### config.mk
export PLATFORM = sky130hd
export DESIGN_NAME = pc_sequencer
export DESIGN_NICKNAME = d
export VERILOG_FILES = /design/src/rtl/pc_sequencer_pkg.sv /design/src/rtl/pc_target_calc.sv /design/src/rtl/pc_sequencer.sv
export SDC_FILE = /design/constraint.sdc
export NUM_CORES = 1
export LEC_CHECK = 0
export BUFFER_PORTS_ARGS = -buffer_cell sky130_fd_sc_hd__buf_4
export CAP_MARGIN = 20
export CORE_MARGIN = 4
export CORE_UTILIZATION = 53
export CTS_BUF_LIST = sky130_fd_sc_hd__clkbuf_16
export CTS_CLUSTER_SIZE = 40
export DETAILED_ROUTE_END_ITERATION = 8
export PLACE_DENSITY = 0.88
export SLEW_MARGIN = 10
export SYNTH_ARGS = -nofsm -noshare
export SYNTH_HDL_FRONTEND = slang
export SYNTH_SLANG_ARGS = --single-unit
export TNS_END_PERCENT = 1
### constraint.sdc
create_clock -name clock -period 5.68 [get_ports clock]
set_input_delay 0.568 -clock clock [delete_from_list [all_inputs] [get_ports clock]]
set_output_delay 0.568 -clock clock [all_outputs]
set_load 0.02 [all_outputs]
### src/rtl/pc_sequencer_pkg.sv
// Shared definitions for the PC sequencer: FSM state encoding, default
// reset/trap addresses and a small alignment helper.
package pc_sequencer_pkg;

  typedef enum logic [1:0] {
    PsIdle   = 2'd0,
    PsFetch  = 2'd1,
    PsDecode = 2'd2,
    PsHalt   = 2'd3
  } ps_state_e;

  localparam logic [31:0] DefResetPc    = 32'h0000_0000;
  localparam logic [31:0] DefTrapVector = 32'h0000_0180;

  function automatic logic is_misaligned(input logic [31:0] addr);
    return addr[1:0] != 2'b00;
  endfunction

endpackage

### src/rtl/pc_target_calc.sv
// Combinational next-PC candidates: sequential, branch and J-format targets.
module pc_target_calc (
  input  logic [31:0] i_pc,
  input  logic [31:0] i_imm_ext,
  input  logic [25:0] i_jump_index,
  output logic [31:0] o_pc4,
  output logic [31:0] o_br,
  output logic [31:0] o_jmp
);

  // Top two offset bits fall off when the word offset is scaled to bytes.
  logic w_unused_imm;
  assign w_unused_imm = ^i_imm_ext[31:30];

  // All additions are 32-bit modulo; carries are discarded on purpose.
  always_comb begin
    o_pc4 = i_pc + 32'd4;
    o_br  = o_pc4 + {i_imm_ext[29:0], 2'b00};
    o_jmp = {o_pc4[31:28], i_jump_index, 2'b00};
  end

endmodule

### src/rtl/pc_sequencer.sv
// Program-counter controller: owns the PC and sequences fetch -> decode -> PC update.
// Optional feature macro: MISALIGN_TRAP_EN (misaligned next PC redirects to TRAP_VECTOR
// and pulses trap); when undefined the next PC is force-aligned and trap is tied 0.
module pc_sequencer
  import pc_sequencer_pkg::*;
#(
  parameter logic [31:0] RESET_PC    = DefResetPc,
  parameter logic [31:0] TRAP_VECTOR = DefTrapVector
) (
  input  logic        clock,
  input  logic        rst_n,
  input  logic        run_en,
  input  logic        halt_req,
  output logic        imem_req,
  output logic [31:0] imem_addr,
  input  logic        imem_ack,
  output logic        instr_valid,
  input  logic        dec_valid,
  input  logic        is_branch,
  input  logic        br_cond,
  input  logic        is_jump,
  input  logic        is_jr,
  input  logic        is_link,
  input  logic [31:0] imm_ext,
  input  logic [25:0] jump_index,
  input  logic [31:0] jr_target,
  output logic [31:0] pc,
  output logic [31:0] link_addr,
  output logic        link_we,
  output logic        halted,
  output logic        trap
);

  ps_state_e   r_state;
  ps_state_e   w_state_nxt;
  logic [31:0] r_pc;
  logic        r_halt_pend;
  logic        w_halt_any;
  logic        w_pc_load;
  logic [31:0] w_pc4;
  logic [31:0] w_br;
  logic [31:0] w_jmp;
  logic [31:0] w_sel;
  logic [31:0] w_pc_nxt;

  pc_target_calc u_target_calc (
    .i_pc         (r_pc),
    .i_imm_ext    (imm_ext),
    .i_jump_index (jump_index),
    .o_pc4        (w_pc4),
    .o_br         (w_br),
    .o_jmp        (w_jmp)
  );

  // A same-cycle halt request counts as pending so it is never lost at a retire edge.
  assign w_halt_any = r_halt_pend | halt_req;

  // Next-PC source select; flags are not guaranteed one-hot, so priority decides.
  always_comb begin
    w_sel = w_pc4;
    if (is_jr) begin
      w_sel = jr_target;
    end else if (is_jump) begin
      w_sel = w_jmp;
    end else if (is_branch && br_cond) begin
      w_sel = w_br;
    end
  end

`ifdef MISALIGN_TRAP_EN
  logic w_misalign;
  logic r_trap;

  assign w_misalign = is_misaligned(w_sel);
  assign w_pc_nxt   = w_misalign ? TRAP_VECTOR : w_sel;
  assign trap       = r_trap;

  // Trap pulse lines up with the cycle in which the PC shows the trap vector.
  always_ff @(posedge clock or negedge rst_n) begin
    if (!rst_n) begin
      r_trap <= 1'b0;
    end else begin
      r_trap <= w_pc_load & w_misalign;
    end
  end
`else
  logic w_unused_trap_vec;

  assign w_unused_trap_vec = ^TRAP_VECTOR;
  assign w_pc_nxt          = {w_sel[31:2], 2'b00};
  assign trap              = 1'b0;
`endif

  // FSM next state and handshake/pulse outputs.
  always_comb begin
    w_state_nxt = r_state;
    w_pc_load   = 1'b0;
    imem_req    = 1'b0;
    instr_valid = 1'b0;
    link_we     = 1'b0;
    link_addr   = 32'h0;
    unique case (r_state)
      PsIdle: begin
        if (w_halt_any) begin
          w_state_nxt = PsHalt;
        end else if (run_en) begin
          w_state_nxt = PsFetch;
        end
      end
      PsFetch: begin
        imem_req = 1'b1;
        if (imem_ack) begin
          instr_valid = 1'b1;
          w_state_nxt = PsDecode;
        end
      end
      PsDecode: begin
        if (dec_valid) begin
          w_pc_load = 1'b1;
          if (is_link) begin
            link_we   = 1'b1;
            link_addr = w_pc4;
          end
          if (w_halt_any) begin
            w_state_nxt = PsHalt;
          end else if (run_en) begin
            w_state_nxt = PsFetch;
          end else begin
            w_state_nxt = PsIdle;
          end
        end
      end
      PsHalt: begin
        w_state_nxt = PsHalt;
      end
      default: begin
        w_state_nxt = PsIdle;
      end
    endcase
  end

  // State, PC and sticky halt-pending registers.
  always_ff @(posedge clock or negedge rst_n) begin
    if (!rst_n) begin
      r_state     <= PsIdle;
      r_pc        <= RESET_PC;
      r_halt_pend <= 1'b0;
    end else begin
      r_state <= w_state_nxt;
      if (halt_req) begin
        r_halt_pend <= 1'b1;
      end
      if (w_pc_load) begin
        r_pc <= w_pc_nxt;
      end
    end
  end

  assign pc        = r_pc;
  assign imem_addr = r_pc;
  assign halted    = (r_state == PsHalt);

endmodule

# [Word level (Yosys, flattened, before mapping)]
# Cells that the tools add are included.
[totals] register_bits=33 in_bits=101 output_inout_bits=101 wordCells=36
[op_classes] add_sub_neg=2 n_eq_ne=6 muxes=21 bitwise_logic=1 n_reduce_logical=3
[ops] op="$mux 32" count=6
[ops] op="$add 32x3->32 const B" count=1
[ops] op="$add 32x32->32" count=1
[ops] op="$mux 2" count=5
[ops] op="$mux 1" count=9
[ops] op="$pmux 2 s4" count=1
[ops] op="$eq 2x2->1 const B" count=2
[ops] op="$ne 2x2->1 const B" count=2
[ops] op="$ne 3x3->1 const B" count=1
[ops] op="$reduce_and 3->1" count=1
[ops] op="$eq 2x1->1 const B" count=1
[ops] op="$logic_not 2->1" count=1
[ops] op="$logic_and 1x1->1" count=1
[ops] op="$or 1x1->1" count=1

# [Logic depth before layout (Yosys ltp)]
[logic_depth] depth_word=5 mapped_depth=19 ltp_nobuf=18

# [Hierarchy]
# A second synthesis with hierarchy kept.
[unflattened] cells_unflattened=697 hier_area_um2=5316.3
[by_module_without_submodules] module="pc_sequencer" n_inst=1 cells_per_inst=365 area_each_um2=2947.8 seq_area_each_um2=825.8
[by_module_without_submodules] module="pc_target_calc" n_inst=1 cells_per_inst=332 area_each_um2=2368.5 seq_area_each_um2=0.0

# [Worst setup path after synthesis]
# OpenSTA, ideal clock, no wires.
[synth_timing] path_type="register to register" start="register r_pc[8], in the netlist imem_addr[8]" end="register r_pc[31], in the netlist imem_addr[31]" setup_ns=0.082 arrival_time_ns=3.590 path_slack_ns=2.008 path_stages_with_launch=19 path_buffers=1 period_less_slack_ns=3.672 cell_sequence="dfrtp_1 > and4_1 > and3_1 > and4_4 > nand3_2 > nor2_2 > xnor2_1 > inv_1 > ha_1 > clkbuf_1 > a21o_1 > a21o_1 > a21o_1 > a2111o_1 > o211ai_2 > xnor2_1 > nand2_1 > xnor2_1 > o22ai_1"
[synth_via] elab_chain_len=5
[synth_lines] element="start: declaration" line_no="pc_sequencer.sv:36" rtl="logic [31:0] r_pc;"
[synth_lines] element="start signal: assignment" line_no="pc_sequencer.sv:154" rtl="r_pc <= w_pc_nxt;"
[synth_lines] element="$add 32x3->32 *" line_no="pc_target_calc.sv:17" rtl="o_pc4 = i_pc + 32'd4;"
[synth_lines] element="$add 32x32->32" line_no="pc_target_calc.sv:18" rtl="o_br = o_pc4 + {i_imm_ext[29:0], 2'b00};"
[synth_lines] element="$mux 32" line_no="pc_sequencer.sv:65" rtl="end else if (is_branch && br_cond) begin"
[synth_lines] element="$mux 32 *" line_no="pc_sequencer.sv:63" rtl="end else if (is_jump) begin"
[synth_lines] element="$mux 32 *" line_no="pc_sequencer.sv:61" rtl="if (is_jr) begin"
# Mark *: on every way between the ends. The rest lies on a longest branch, timed or not.
# A chain may end at the register's enable or synchronous reset.

# [Worst setup path in the final report]
[layout_timing] start="register r_pc[4], in the netlist imem_addr[4]" end="register r_pc[29], in the netlist imem_addr[29]"
# Same word-level chain as after synthesis.

==> results.tsv <==
metric	value	unit
Vias/cell	5.952	
crit path DAT	4.24	ns
Netlist Area Pre-Place	0.004716	mm²
Detailed Place HPWL	13.75	mm
fmax	244.1	MHz
FF-to-FF setup slack	1.58	ns
Layout fillers	737	
Nets	933	
R2R depth	15	
clock share of power	0.185	
layout cells sized above 1	0.2868	
Slew Viols, Final	0	
sequential element share of the synthesized area	0.1751	
Initial Util	0.5434	
Post CTS Setup Buffer Count	0	
row count	34	
RSZ-0062 raised after global routing	no	
Skew-Pair Late Insertion Delay	0.28	ns
final instance area	0.006076	mm²
area of the die	0.01047	mm²
Synth Area in Simple Gates	0.2460	
cell area after placement	0.005937	mm²
Lkg Pwr	3.066	nW
type of destination of the critical path	flop	
Int Power	0.0007856	W
# setup viols final	0	
total grt overflow	0	
GRT Overall Usage	0.3233	
Tcrit/Tclk final	0.7212	
Chip Width	102.3	µm
CTS Hold Bufs	0	
relative slew slack	0.3574	
Ys Warns	0	
clk_skew	0.003407	ns
DRC viols	0	
xor/xnor cell area share of the yosys netlist	0.09817	
crit path kind	flop to flop	
Period minus WS final	4.097	ns
largest cells by area after synthesis	dfrtp_1 18%, ha_1 9.8%, a21oi_1 6.2%	
Synth Area in Adders	0.1024	
Critical Path Start	imem_addr[4]$_DFFE_PN0P_	
Yosys top cell by area	dfrtp_1	
outcome	complete, no violations	
clock buffer depth	2	
Comb power frac	0.581	
root buffer cell	clkbuf_16	
vias in the first global route	5103	
GP Congestion	0.9755	
multiplexer share of the synthesized area	0	
sw frac	0.4564	
first-pass GRT wire length	26.25	mm
Seq pwr share	0.234	
Hold Crit Class	primary input to asynchronous set/reset pin	
Routed Wire Length	17.36	mm
# diodes	0	
Synth Instances	653	
Slew @ Worst Pin	0.9639	ns
# clock sinks	33	
antenna violations before repair	0	
max-cap violations	0	
Synth Area in Compound Gates	0.2735	
antenna viol nets, final	0	
r2r startpoint	imem_addr[4]$_DFFE_PN0P_	
Post-synth EDFFs	0	
most frequent cells after synthesis	76 x nor2_1, 69 x nand2_1, 58 x a21oi_1	
reg2reg end	imem_addr[29]$_DFFE_PN0P_	
Distinct cells, synth	65	
Die Height	102.3	µm
routed length per instance	19.23	µm
drt first pass iters	5	
via count	5375	
CP required	5.82	ns
top-count cell post-synth	nor2_1	
TritonCTS clock tree	yes	
PostCTS Resize Cnt	0	
CTS H-tree depth	2	
Hold Vio Cnt, Final	0	
CP startpoint kind	flop	
Post-Syn Area per Cell	7.222	µm²
DR iter-0 viols	337	
worst slack, placed	1.642	ns
Final Worst Setup Slack	1.583	ns
clk slew on worst S/H paths	0.06	ns
PortBufs	190	
ys async rst share	1.000	
largest net degree at the start of global routing	46	
P_sw	0.0006597	W
CTS buffer count	5	
peak supply drop	0.0001264	V
Area Growth Syn to Fin	28.84	%
IO Count	202	
flops & latches, synth	33	
largest family of logic cells by synthesized area	compound AO/OA/AOI/OAI gates	
Final Core Density	0.7001	
setup TNS	0	ns
Max FO, Critical Path	8	
top_reg_cell synth	dfrtp_1	
share of the synthesized area in the top cell type	0.1751	
core area	0.008678	mm²
PD cells	237.9	mW/mm²
## sequential cells by signal (all words and copies together), names as in the netlist
name         count
imem_addr       30
r_state          2
r_halt_pend      1
## worst max-delay path: stages (launching register included)
cell and delay, ns:
dfrtp_1 0.47, and4_1 0.34, and3_1 0.35, nand4_1 0.16, xor2_1 0.38, inv_1 0.08, ha_1 0.38, nand3_1 0.08
or2_2 0.31, o21a_2 0.24, o21ai_1 0.20, a21o_1 0.16, and2_1 0.23, a41oi_2 0.16, xnor2_1 0.26, o221ai_1 0.16
## layer usage
metal  up-vias  part of all wire  global-route usage
met5         -                 0                   0
met4         0             0.026             0.09889
met3        35             0.097             0.06621
met2       281              0.47              0.5242
met1      2506              0.41              0.4328
li1       2553                 -                   -
## kinds of logic (layout without fill, tap and decap cells)
logic type,after synthesis,after routing
DFF,33,33
other,1,7
xor gates and xnor gates,52,52
buffers and inverters,92,228
and+or+nand+nor,246,246
AOI/OAI and AO/OA,191,191
adders and majority gates,38,38
## final cells by class
cell class	count	area [µm²]	area share
Clock buffer	5	125.1	0.02059
Clock inverter	3	13.76	0.002265
Inverter	26	97.59	0.01606
Multi-Input combinational cell	534	3422	0.5632
Sequential cell	33	825.8	0.1359
Tap cell	108	135.1	0.02224
Timing Repair Buffer	194	1456	0.2397
## worst max-delay path by stage
stage / slack, ns / endpoint
detailed placement: 1.64 / imem_addr[29]$_DFFE_PN0P_
global placement: 1.71 / imem_addr[29]$_DFFE_PN0P_
finish: 1.58 / imem_addr[29]$_DFFE_PN0P_
floorplan: 2.01 / imem_addr[31]$_DFFE_PN0P_
CTS: 1.61 / imem_addr[29]$_DFFE_PN0P_
global route: 1.28 / imem_addr[22]$_DFFE_PN0P_
## power by group through the flow
stage / Combinational, W / Sequential [W] / Clock, W
floorplan: 0.000558 / 0.000364 / 0
global placement: 0.000816 / 0.000338 / 0
detailed placement: 0.000825 / 0.000341 / 0
CTS: 0.000831 / 0.000337 / 0.000270
global route: 0.000914 / 0.000344 / 0.000280
finish: 0.000839 / 0.000338 / 0.000267
## per-stage QoR
step                std cells  total power (W)  hold WS, ns
floorplan                 659        0.0009222       0.2724
global placement          895         0.001153       0.4765
detailed placement        895         0.001166       0.4757
CTS                       903         0.001438       0.2656
global route              903         0.001538       0.2817
finish                    903         0.001445       0.2476
## layout by cell type, fill, tap and decap left out, types with 3 or more instances in the layout
cell type	netlist	final
dfrtp_1	33	33
nor3_1	16	16
o21ai_1	5	5
clkbuf_16	0	5
and3_1	11	11
a21oi_1	58	58
or2_2	3	3
o21ai_0	38	38
a221oi_1	4	4
nand3_1	24	24
nand2b_1	6	6
xor2_1	20	20
ha_1	37	37
conb_1	1	7
nor2_1	76	76
a21o_1	16	16
inv_1	26	27
o211ai_1	5	5
and2_1	15	15
o21ai_2	3	3
a211oi_1	13	13
and4_1	4	4
nand2_1	69	69
a31oi_1	6	6
nor2b_1	8	8
o31ai_1	3	3
o22ai_1	7	7
xnor2_1	31	31
buf_4	37	194
nand4_1	6	6
Power figures use the tool's default switching activity.
